==> src/rtl/col_out_drain_pkg.sv <==
// Shared definitions for the systolic-array output drain: default geometry,
// drain FSM encodings and the backpressure threshold helper.
package col_out_drain_pkg;

    localparam int COLS_DEF    = 16;
    localparam int WORDLEN_DEF = 8;
    localparam int DEPTH_DEF   = 8;
    localparam int CNTW_DEF    = 16;

    typedef enum logic [1:0] {
        ST_IDLE = 2'd0,
        ST_RUN  = 2'd1,
        ST_DONE = 2'd2
    } drain_state_e;

    // Fill level at which the array is held off; two slots of slack absorb the
    // in-flight push that lands in the cycle the registered stall rises.
    function automatic int unsigned stall_level(input int unsigned depth);
        return depth - 32'd2;
    endfunction

endpackage

==> src/rtl/col_out_drain_out_fifo.sv <==
// Single-clock per-column deskew FIFO with flush; also exposes the post-update
// occupancy so the top can register backpressure without a cycle of lag.
module out_fifo #(
    parameter int WORDLEN = 8,
    parameter int DEPTH   = 8
) (
    input  logic                     clk,
    input  logic                     rstn,
    input  logic                     i_push,
    input  logic                     i_pop,
    input  logic                     i_flush,
    input  logic [WORDLEN-1:0]       i_data,
    output logic [WORDLEN-1:0]       o_head,
    output logic [$clog2(DEPTH):0]   o_count_nxt,
    output logic                     o_full,
    output logic                     o_empty
);
    localparam int AW = $clog2(DEPTH);
    localparam int CW = AW + 1;

    logic [WORDLEN-1:0] r_mem [DEPTH];
    logic [AW-1:0]      r_wr_ptr;
    logic [AW-1:0]      r_rd_ptr;
    logic [CW-1:0]      r_count;

    logic               w_push;
    logic               w_pop;
    logic [CW-1:0]      w_count_nxt;

    // Qualify push/pop against occupancy and compute the next count.
    always_comb begin
        o_full      = (r_count == CW'(DEPTH));
        o_empty     = (r_count == {CW{1'b0}});
        w_pop       = i_pop && !o_empty;
        w_push      = i_push && (!o_full || w_pop);
        w_count_nxt = r_count;
        if (i_flush) begin
            w_count_nxt = {CW{1'b0}};
        end else begin
            case ({w_push, w_pop})
                2'b10:   w_count_nxt = r_count + CW'(1);
                2'b01:   w_count_nxt = r_count - CW'(1);
                default: w_count_nxt = r_count;
            endcase
        end
    end

    assign o_head      = r_mem[r_rd_ptr];
    assign o_count_nxt = w_count_nxt;

    // Storage and pointer update; a flush discards everything including a same-cycle push.
    always_ff @(posedge clk or negedge rstn) begin
        if (!rstn) begin
            for (int i = 0; i < DEPTH; i++) begin
                r_mem[i] <= {WORDLEN{1'b0}};
            end
            r_wr_ptr <= {AW{1'b0}};
            r_rd_ptr <= {AW{1'b0}};
            r_count  <= {CW{1'b0}};
        end else if (i_flush) begin
            r_wr_ptr <= {AW{1'b0}};
            r_rd_ptr <= {AW{1'b0}};
            r_count  <= {CW{1'b0}};
        end else begin
            if (w_push) begin
                r_mem[r_wr_ptr] <= i_data;
                r_wr_ptr        <= r_wr_ptr + AW'(1);
            end
            if (w_pop) begin
                r_rd_ptr <= r_rd_ptr + AW'(1);
            end
            r_count <= w_count_nxt;
        end
    end

endmodule

==> src/rtl/col_out_drain.sv <==
// Output drain: deskews per-column array results in FIFOs and streams complete
// rows to the host one word per column, counting rows against the job total.
module col_out_drain
    import col_out_drain_pkg::*;
#(
    parameter int COLS    = COLS_DEF,
    parameter int WORDLEN = WORDLEN_DEF,
    parameter int DEPTH   = DEPTH_DEF,
    parameter int CNTW    = CNTW_DEF
) (
    input  logic                    clk,
    input  logic                    rstn,
    input  logic                    start,
    input  logic [CNTW-1:0]         cfg_total,
    input  logic [COLS-1:0]         col_valid,
    input  logic [COLS*WORDLEN-1:0] col_data,
    output logic                    stall,
    output logic                    out_valid,
    input  logic                    out_ready,
    output logic [WORDLEN-1:0]      out_data,
    output logic                    out_last,
    output logic                    done,
    output logic                    overflow
);
    localparam int IW = $clog2(COLS);
    localparam int CW = $clog2(DEPTH) + 1;

    drain_state_e       r_state;
    logic [IW-1:0]      r_col_idx;
    logic [CNTW-1:0]    r_rows_out;
    logic [CNTW-1:0]    r_total;
    logic               r_done;
    logic               r_overflow;
    logic               r_stall;

    logic [COLS-1:0]    w_push;
    logic [COLS-1:0]    w_full;
    logic [COLS-1:0]    w_empty;
    logic [WORDLEN-1:0] w_head      [COLS];
    logic [CW-1:0]      w_count_nxt [COLS];
    logic               w_row_avail;
    logic               w_valid;
    logic               w_last_col;
    logic               w_accept;
    logic               w_pop_all;
    logic               w_ovf_evt;
    logic               w_stall_nxt;

    for (genvar c = 0; c < COLS; c++) begin : g_lane
        out_fifo #(
            .WORDLEN (WORDLEN),
            .DEPTH   (DEPTH)
        ) u_fifo (
            .clk         (clk),
            .rstn        (rstn),
            .i_push      (w_push[c]),
            .i_pop       (w_pop_all),
            .i_flush     (start),
            .i_data      (col_data[c*WORDLEN +: WORDLEN]),
            .o_head      (w_head[c]),
            .o_count_nxt (w_count_nxt[c]),
            .o_full      (w_full[c]),
            .o_empty     (w_empty[c])
        );
    end

    // Row availability and handshake; start pre-empts any accept in its cycle.
    always_comb begin
        w_row_avail = &(~w_empty);
        w_valid     = (r_state == ST_RUN) && w_row_avail;
        w_last_col  = (r_col_idx == IW'(COLS - 1));
        w_accept    = w_valid && out_ready && !start;
        w_pop_all   = w_accept && w_last_col;
    end

    // Per-lane push qualification and overflow detection.
    always_comb begin
        w_push    = {COLS{1'b0}};
        w_ovf_evt = 1'b0;
        for (int c = 0; c < COLS; c++) begin
            if (start || !col_valid[c]) begin
                w_push[c] = 1'b0;
            end else if (r_state == ST_RUN) begin
                if (w_full[c] && !w_pop_all) begin
                    w_ovf_evt = 1'b1;
                end else begin
                    w_push[c] = 1'b1;
                end
            end else if (r_state == ST_DONE) begin
                w_ovf_evt = 1'b1;
            end else begin
                w_push[c] = 1'b0;
            end
        end
    end

    // Backpressure from post-update occupancy of every lane.
    always_comb begin
        w_stall_nxt = 1'b0;
        for (int c = 0; c < COLS; c++) begin
            if (w_count_nxt[c] >= CW'(stall_level(DEPTH))) begin
                w_stall_nxt = 1'b1;
            end else begin
                w_stall_nxt = w_stall_nxt;
            end
        end
    end

    assign out_valid = w_valid;
    assign out_data  = w_valid ? w_head[r_col_idx] : {WORDLEN{1'b0}};
    assign out_last  = w_valid && w_last_col;
    assign stall     = r_stall;
    assign done      = r_done;
    assign overflow  = r_overflow;

    // Drain FSM, column pointer, row counter and sticky status flags.
    always_ff @(posedge clk or negedge rstn) begin
        if (!rstn) begin
            r_state    <= ST_IDLE;
            r_col_idx  <= {IW{1'b0}};
            r_rows_out <= {CNTW{1'b0}};
            r_total    <= {CNTW{1'b0}};
            r_done     <= 1'b0;
            r_overflow <= 1'b0;
            r_stall    <= 1'b0;
        end else if (start) begin
            r_state    <= (cfg_total == {CNTW{1'b0}}) ? ST_DONE : ST_RUN;
            r_col_idx  <= {IW{1'b0}};
            r_rows_out <= {CNTW{1'b0}};
            r_total    <= cfg_total;
            r_done     <= (cfg_total == {CNTW{1'b0}});
            r_overflow <= 1'b0;
            r_stall    <= w_stall_nxt;
        end else begin
            r_stall <= w_stall_nxt;
            if (w_ovf_evt) begin
                r_overflow <= 1'b1;
            end
            case (r_state)
                ST_IDLE: begin
                    r_state <= ST_IDLE;
                end
                ST_RUN: begin
                    if (w_accept) begin
                        if (w_last_col) begin
                            r_col_idx  <= {IW{1'b0}};
                            r_rows_out <= r_rows_out + CNTW'(1);
                            if ((r_rows_out + CNTW'(1)) == r_total) begin
                                r_state <= ST_DONE;
                                r_done  <= 1'b1;
                            end
                        end else begin
                            r_col_idx <= r_col_idx + IW'(1);
                        end
                    end
                end
                ST_DONE: begin
                    r_state <= ST_DONE;
                end
                default: begin
                    r_state <= ST_IDLE;
                end
            endcase
        end
    end

endmodule
==> config.mk <==
export PLATFORM = sky130hd
export DESIGN_NAME = col_out_drain
export DESIGN_NICKNAME = d
export VERILOG_FILES = /design/src/rtl/col_out_drain_pkg.sv /design/src/rtl/col_out_drain_out_fifo.sv /design/src/rtl/col_out_drain.sv
export SDC_FILE = /design/constraint.sdc
export NUM_CORES = 2
export LEC_CHECK = 0
export ABC_AREA = 0
export CAP_MARGIN = 20
export CELL_PAD_IN_SITES_DETAIL_PLACEMENT = 0
export CELL_PAD_IN_SITES_GLOBAL_PLACEMENT = 1
export CORE_ASPECT_RATIO = 0.9
export CORE_UTILIZATION = 52
export DETAILED_ROUTE_END_ITERATION = 10
export PLACE_DENSITY = 0.89
export SYNTH_ARGS = -nofsm -noshare
export SYNTH_HDL_FRONTEND = slang
export SYNTH_HIERARCHICAL = 1
export SYNTH_SLANG_ARGS = --single-unit
==> constraint.sdc <==
create_clock -name clk -period 18.5 [get_ports clk]
set_input_delay 1.85 -clock clk [delete_from_list [all_inputs] [get_ports clk]]
set_output_delay 1.85 -clock clk [all_outputs]
set_load 0.02 [all_outputs]
==> impl_metrics.json <==
{
  "status": "complete, no violations",
  "path_clk_slew_ns": 0.06,
  "gp_congestion": 0.842,
  "fin_tns_setup_ns": 0,
  "grt_use_total": 0.243,
  "grt_max_degree": 156,
  "vias_per_cell": 6.09,
  "cts_tree": "done",
  "tightest_slew_ns": 0.979,
  "avgSynthCellArea_um2": 15.0,
  "power_density_nw_per_um2": 91.2,
  "yosysSeqAreaShare": 0.494,
  "cts_buffers": 133,
  "pin_count": 177,
  "grt_pass1_vias": 37629,
  "io_buffers": 176,
  "ys_types": 82,
  "post-route-drc-count": 0,
  "dpl.hpwl_um": 96400,
  "drtPass1Iterations": 6,
  "final_layout_size_suffix_gt1_frac": 0.426,
  "hold_path.class": "flop to flop",
  "syn-instance-count": 4140,
  "crit_fanout": 72,
  "design.core.area_um2": 118000,
  "cp.required_ns": 19.12,
  "post_cts_resized": 0,
  "fin_worst_skew_ns": 0.0264,
  "finalSetupViolCount": 0,
  "path_class": "primary input to flop",
  "vias": 36378,
  "rsz0062_at_grt": "false",
  "worstSetupStartpointType": "primary input",
  "synthFlopType": "dfrtp_1",
  "rows": 119,
  "antenna_found_initial": 16,
  "wire_per_inst_um": 24.3,
  "p_total_mw": 6.37,
  "ys_seq_elements": 1225,
  "grt_pass1_wl_um": 226000,
  "h-tree-depth": 4,
  "gr-total-overflow": 0,
  "finalMaxSlewViolations": 0,
  "hold_buffers": 0,
  "die-area_um2": 121000,
  "nFillCells": 8779,
  "final_util": 0.595,
  "vdd_ir_drop_max_mv": 0.0681,
  "syn_nets": 4390,
  "clock_latency_ns": 0.75,
  "worst_setup_path_end_kind": "flop",
  "clock_sinks": 1225,
  "die_h_um": 330,
  "syn-cell-area_um2": 62100,
  "yosysWarnings": 6,
  "async_reset_ff_frac": 1.00,
  "area_growth_syn_to_layout_pct": 12.7,
  "final-hold-violation-count": 0,
  "antenna_left": 0,
  "nets": 4554,
  "cap_violations": 0,
  "timing.fmax_ghz": 0.155,
  "slew_headroom": 0.347,
  "routed_wl_um": 145000,
  "fin_crit_sh": 0.349,
  "cts_buffer_depth": 3,
  "first_iter_violations": 2687,
  "final.min_clock_period_ns": 6.45,
  "leakagePower_nw": 33.5,
  "worst_ep_arrival_time_ns": 7.07,
  "die-width_um": 366,
  "initial_core_util": 0.528,
  "postCtsSetupBuffers": 0,
  "synth_edf_count": 0,
  "cts_root_buf": "clkbuf_16"
}
==> layout make-up <==
cell class / instances / area [um^2] / share of cell area
Timing Repair Buffer: 232 / 2340 / 0.0335
Antenna cell: 3 / 7.51 / 0.000107
Sequential cell: 1225 / 30700 / 0.438
Inverter: 27 / 101 / 0.00145
Clock buffer: 184 / 3900 / 0.0558
Clock inverter: 48 / 612 / 0.00875
Multi-Input combinational cell: 2685 / 30300 / 0.434
Tap cell: 1573 / 1970 / 0.0281
==> cell usage after synthesis (14+ instances only) <==
cell,count,share of area
and2_1,31,0.0031
ha_1,70,0.014
buf_2,58,0.0047
o211ai_1,29,0.0035
dfrtp_1,1225,0.49
buf_1,61,0.0037
o21ai_0,24,0.0019
xor2_1,63,0.0089
nand2_1,26,0.0016
nand3b_4,14,0.0045
nor2_1,222,0.013
nand3_4,16,0.0045
nor4_1,30,0.0030
o31ai_1,16,0.0019
a21oi_1,65,0.0052
mux4_2,297,0.11
nor3b_1,17,0.0021
buf_6,16,0.0029
mux2_2,1109,0.20
nand4b_4,44,0.017
xnor2_1,77,0.011
nand3_1,49,0.0040
nor3_1,19,0.0015
fa_1,16,0.0052
mux2_4,32,0.0077
nand3b_1,18,0.0022
mux2_1,30,0.0054
and2b_1,28,0.0034
clkbuf_1,64,0.0039
inv_1,27,0.0016
o21a_1,15,0.0018
a31oi_1,14,0.0014
mux2i_1,46,0.0074
nand4_4,30,0.010
nand2b_1,17,0.0017
==> worst max-delay path, stage by stage <==
cell	delay, ns
clkdlybuf4s50_1	0.53
inv_1	0.09
or4_1	0.61
nor2_4	0.10
buf_4	0.48
buf_4	0.67
o21ai_0	0.39
nor2_1	0.31
ha_1	0.33
a21oi_1	0.27
nand3_1	0.12
o221ai_1	0.22
a31oi_1	0.15
nor4_1	0.50
nand4_1	0.15
nor2_1	0.14
nand4_1	0.10
==> metal layers <==
metal  track usage  wire length [um]
met5             0               117
met4        0.0689              3370
met3        0.0487              8240
met2         0.386             69400
met1         0.342             63900
==> power by group <==
| part | internal, mW | leakage, nW | switching, mW | total, mW |
|---|---|---|---|---|
| Sequential | 2.82 | 16.8 | 0.0866 | 2.91 |
| Combinational | 0.388 | 14.5 | 0.357 | 0.745 |
| Clock | 1.63 | 2.22 | 1.09 | 2.72 |
==> state kept, by name, summed over array words and instances, names as in the netlist <==
register                cells
stall                       1
done                        1
r_col_idx                   4
r_rows_out                 16
r_state                     2
g_lane.u_fifo/r_mem      1024
g_lane.u_fifo/r_wr_ptr     48
g_lane.u_fifo/r_count      64
r_total                    16
overflow                    1
g_lane.u_fifo/r_rd_ptr     48
==> logic make-up (layout without fill, tap and decap cells) <==
group,after synthesis,after routing,share of synthesized area
multiplexers,1514,1514,0.330
XOR/XNOR,140,140,0.0198
flip-flops,1225,1225,0.494
adder cells (fa/ha/maj),86,86,0.0193
other,0,3,0
AND/OR/NAND/NOR,687,687,0.0904
AO/OA/AOI/OAI,258,258,0.0297
buffers and inverters,230,491,0.0172
==> cell usage in the layout (no fill, tap or decap), drive strengths merged, types with 17 or more instances in the layout <==
| cell type | instances |
|---|---|
| and2b | 28 |
| o211ai | 29 |
| nand4 | 43 |
| clkbuf | 184 |
| nand3b | 32 |
| xnor2 | 77 |
| nor4 | 33 |
| inv | 31 |
| nand2 | 40 |
| nor2 | 224 |
| nand3 | 65 |
| o21ai | 25 |
| nor3 | 21 |
| xor2 | 63 |
| clkinv | 29 |
| buf | 58 |
| nand2b | 17 |
| and2 | 31 |
| nor3b | 19 |
| mux4 | 297 |
| ha | 70 |
| or3 | 21 |
| a21oi | 66 |
| clkdlybuf4s50 | 174 |
| a211oi | 26 |
| mux2i | 46 |
| nand4b | 46 |
| dfrtp | 1225 |
| mux2 | 1171 |
==> stage by stage <==
stage,area [um^2],std cells,hold WS (ns),setup WS (ns)
floorplan,62100,4140,0.459,9.76
global route,69900,5976,0.499,11.70
CTS,69800,5968,0.491,11.89
global placement,65200,5735,0.469,11.51
detailed placement,65300,5736,0.479,11.41
finish,69900,5977,0.486,12.05
==> final timing paths <==
path	from	end	slack, ns	depth (start not counted)
max in group asynchronous	rstn	r_rows_out[10]$_DFFE_PN0P_	13.58	5
min in group asynchronous	rstn	g_lane[0].u_fifo/r_mem[15]$_DFFE_PN0P_	1.11	1
hold / removal	g_lane[0].u_fifo/r_mem[13]$_DFFE_PN0P_	g_lane[0].u_fifo/r_mem[13]$_DFFE_PN0P_	0.49	1
setup reg to reg	g_lane[4].u_fifo/r_count[1]$_DFF_PN0_	stall$_DFF_PN0_	12.28	19
hold reg to reg	g_lane[0].u_fifo/r_mem[13]$_DFFE_PN0P_	g_lane[0].u_fifo/r_mem[13]$_DFFE_PN0P_	0.49	1
setup / recovery	out_ready	stall$_DFF_PN0_	12.05	17
No activity file was read; power rests on OpenSTA's default activity.
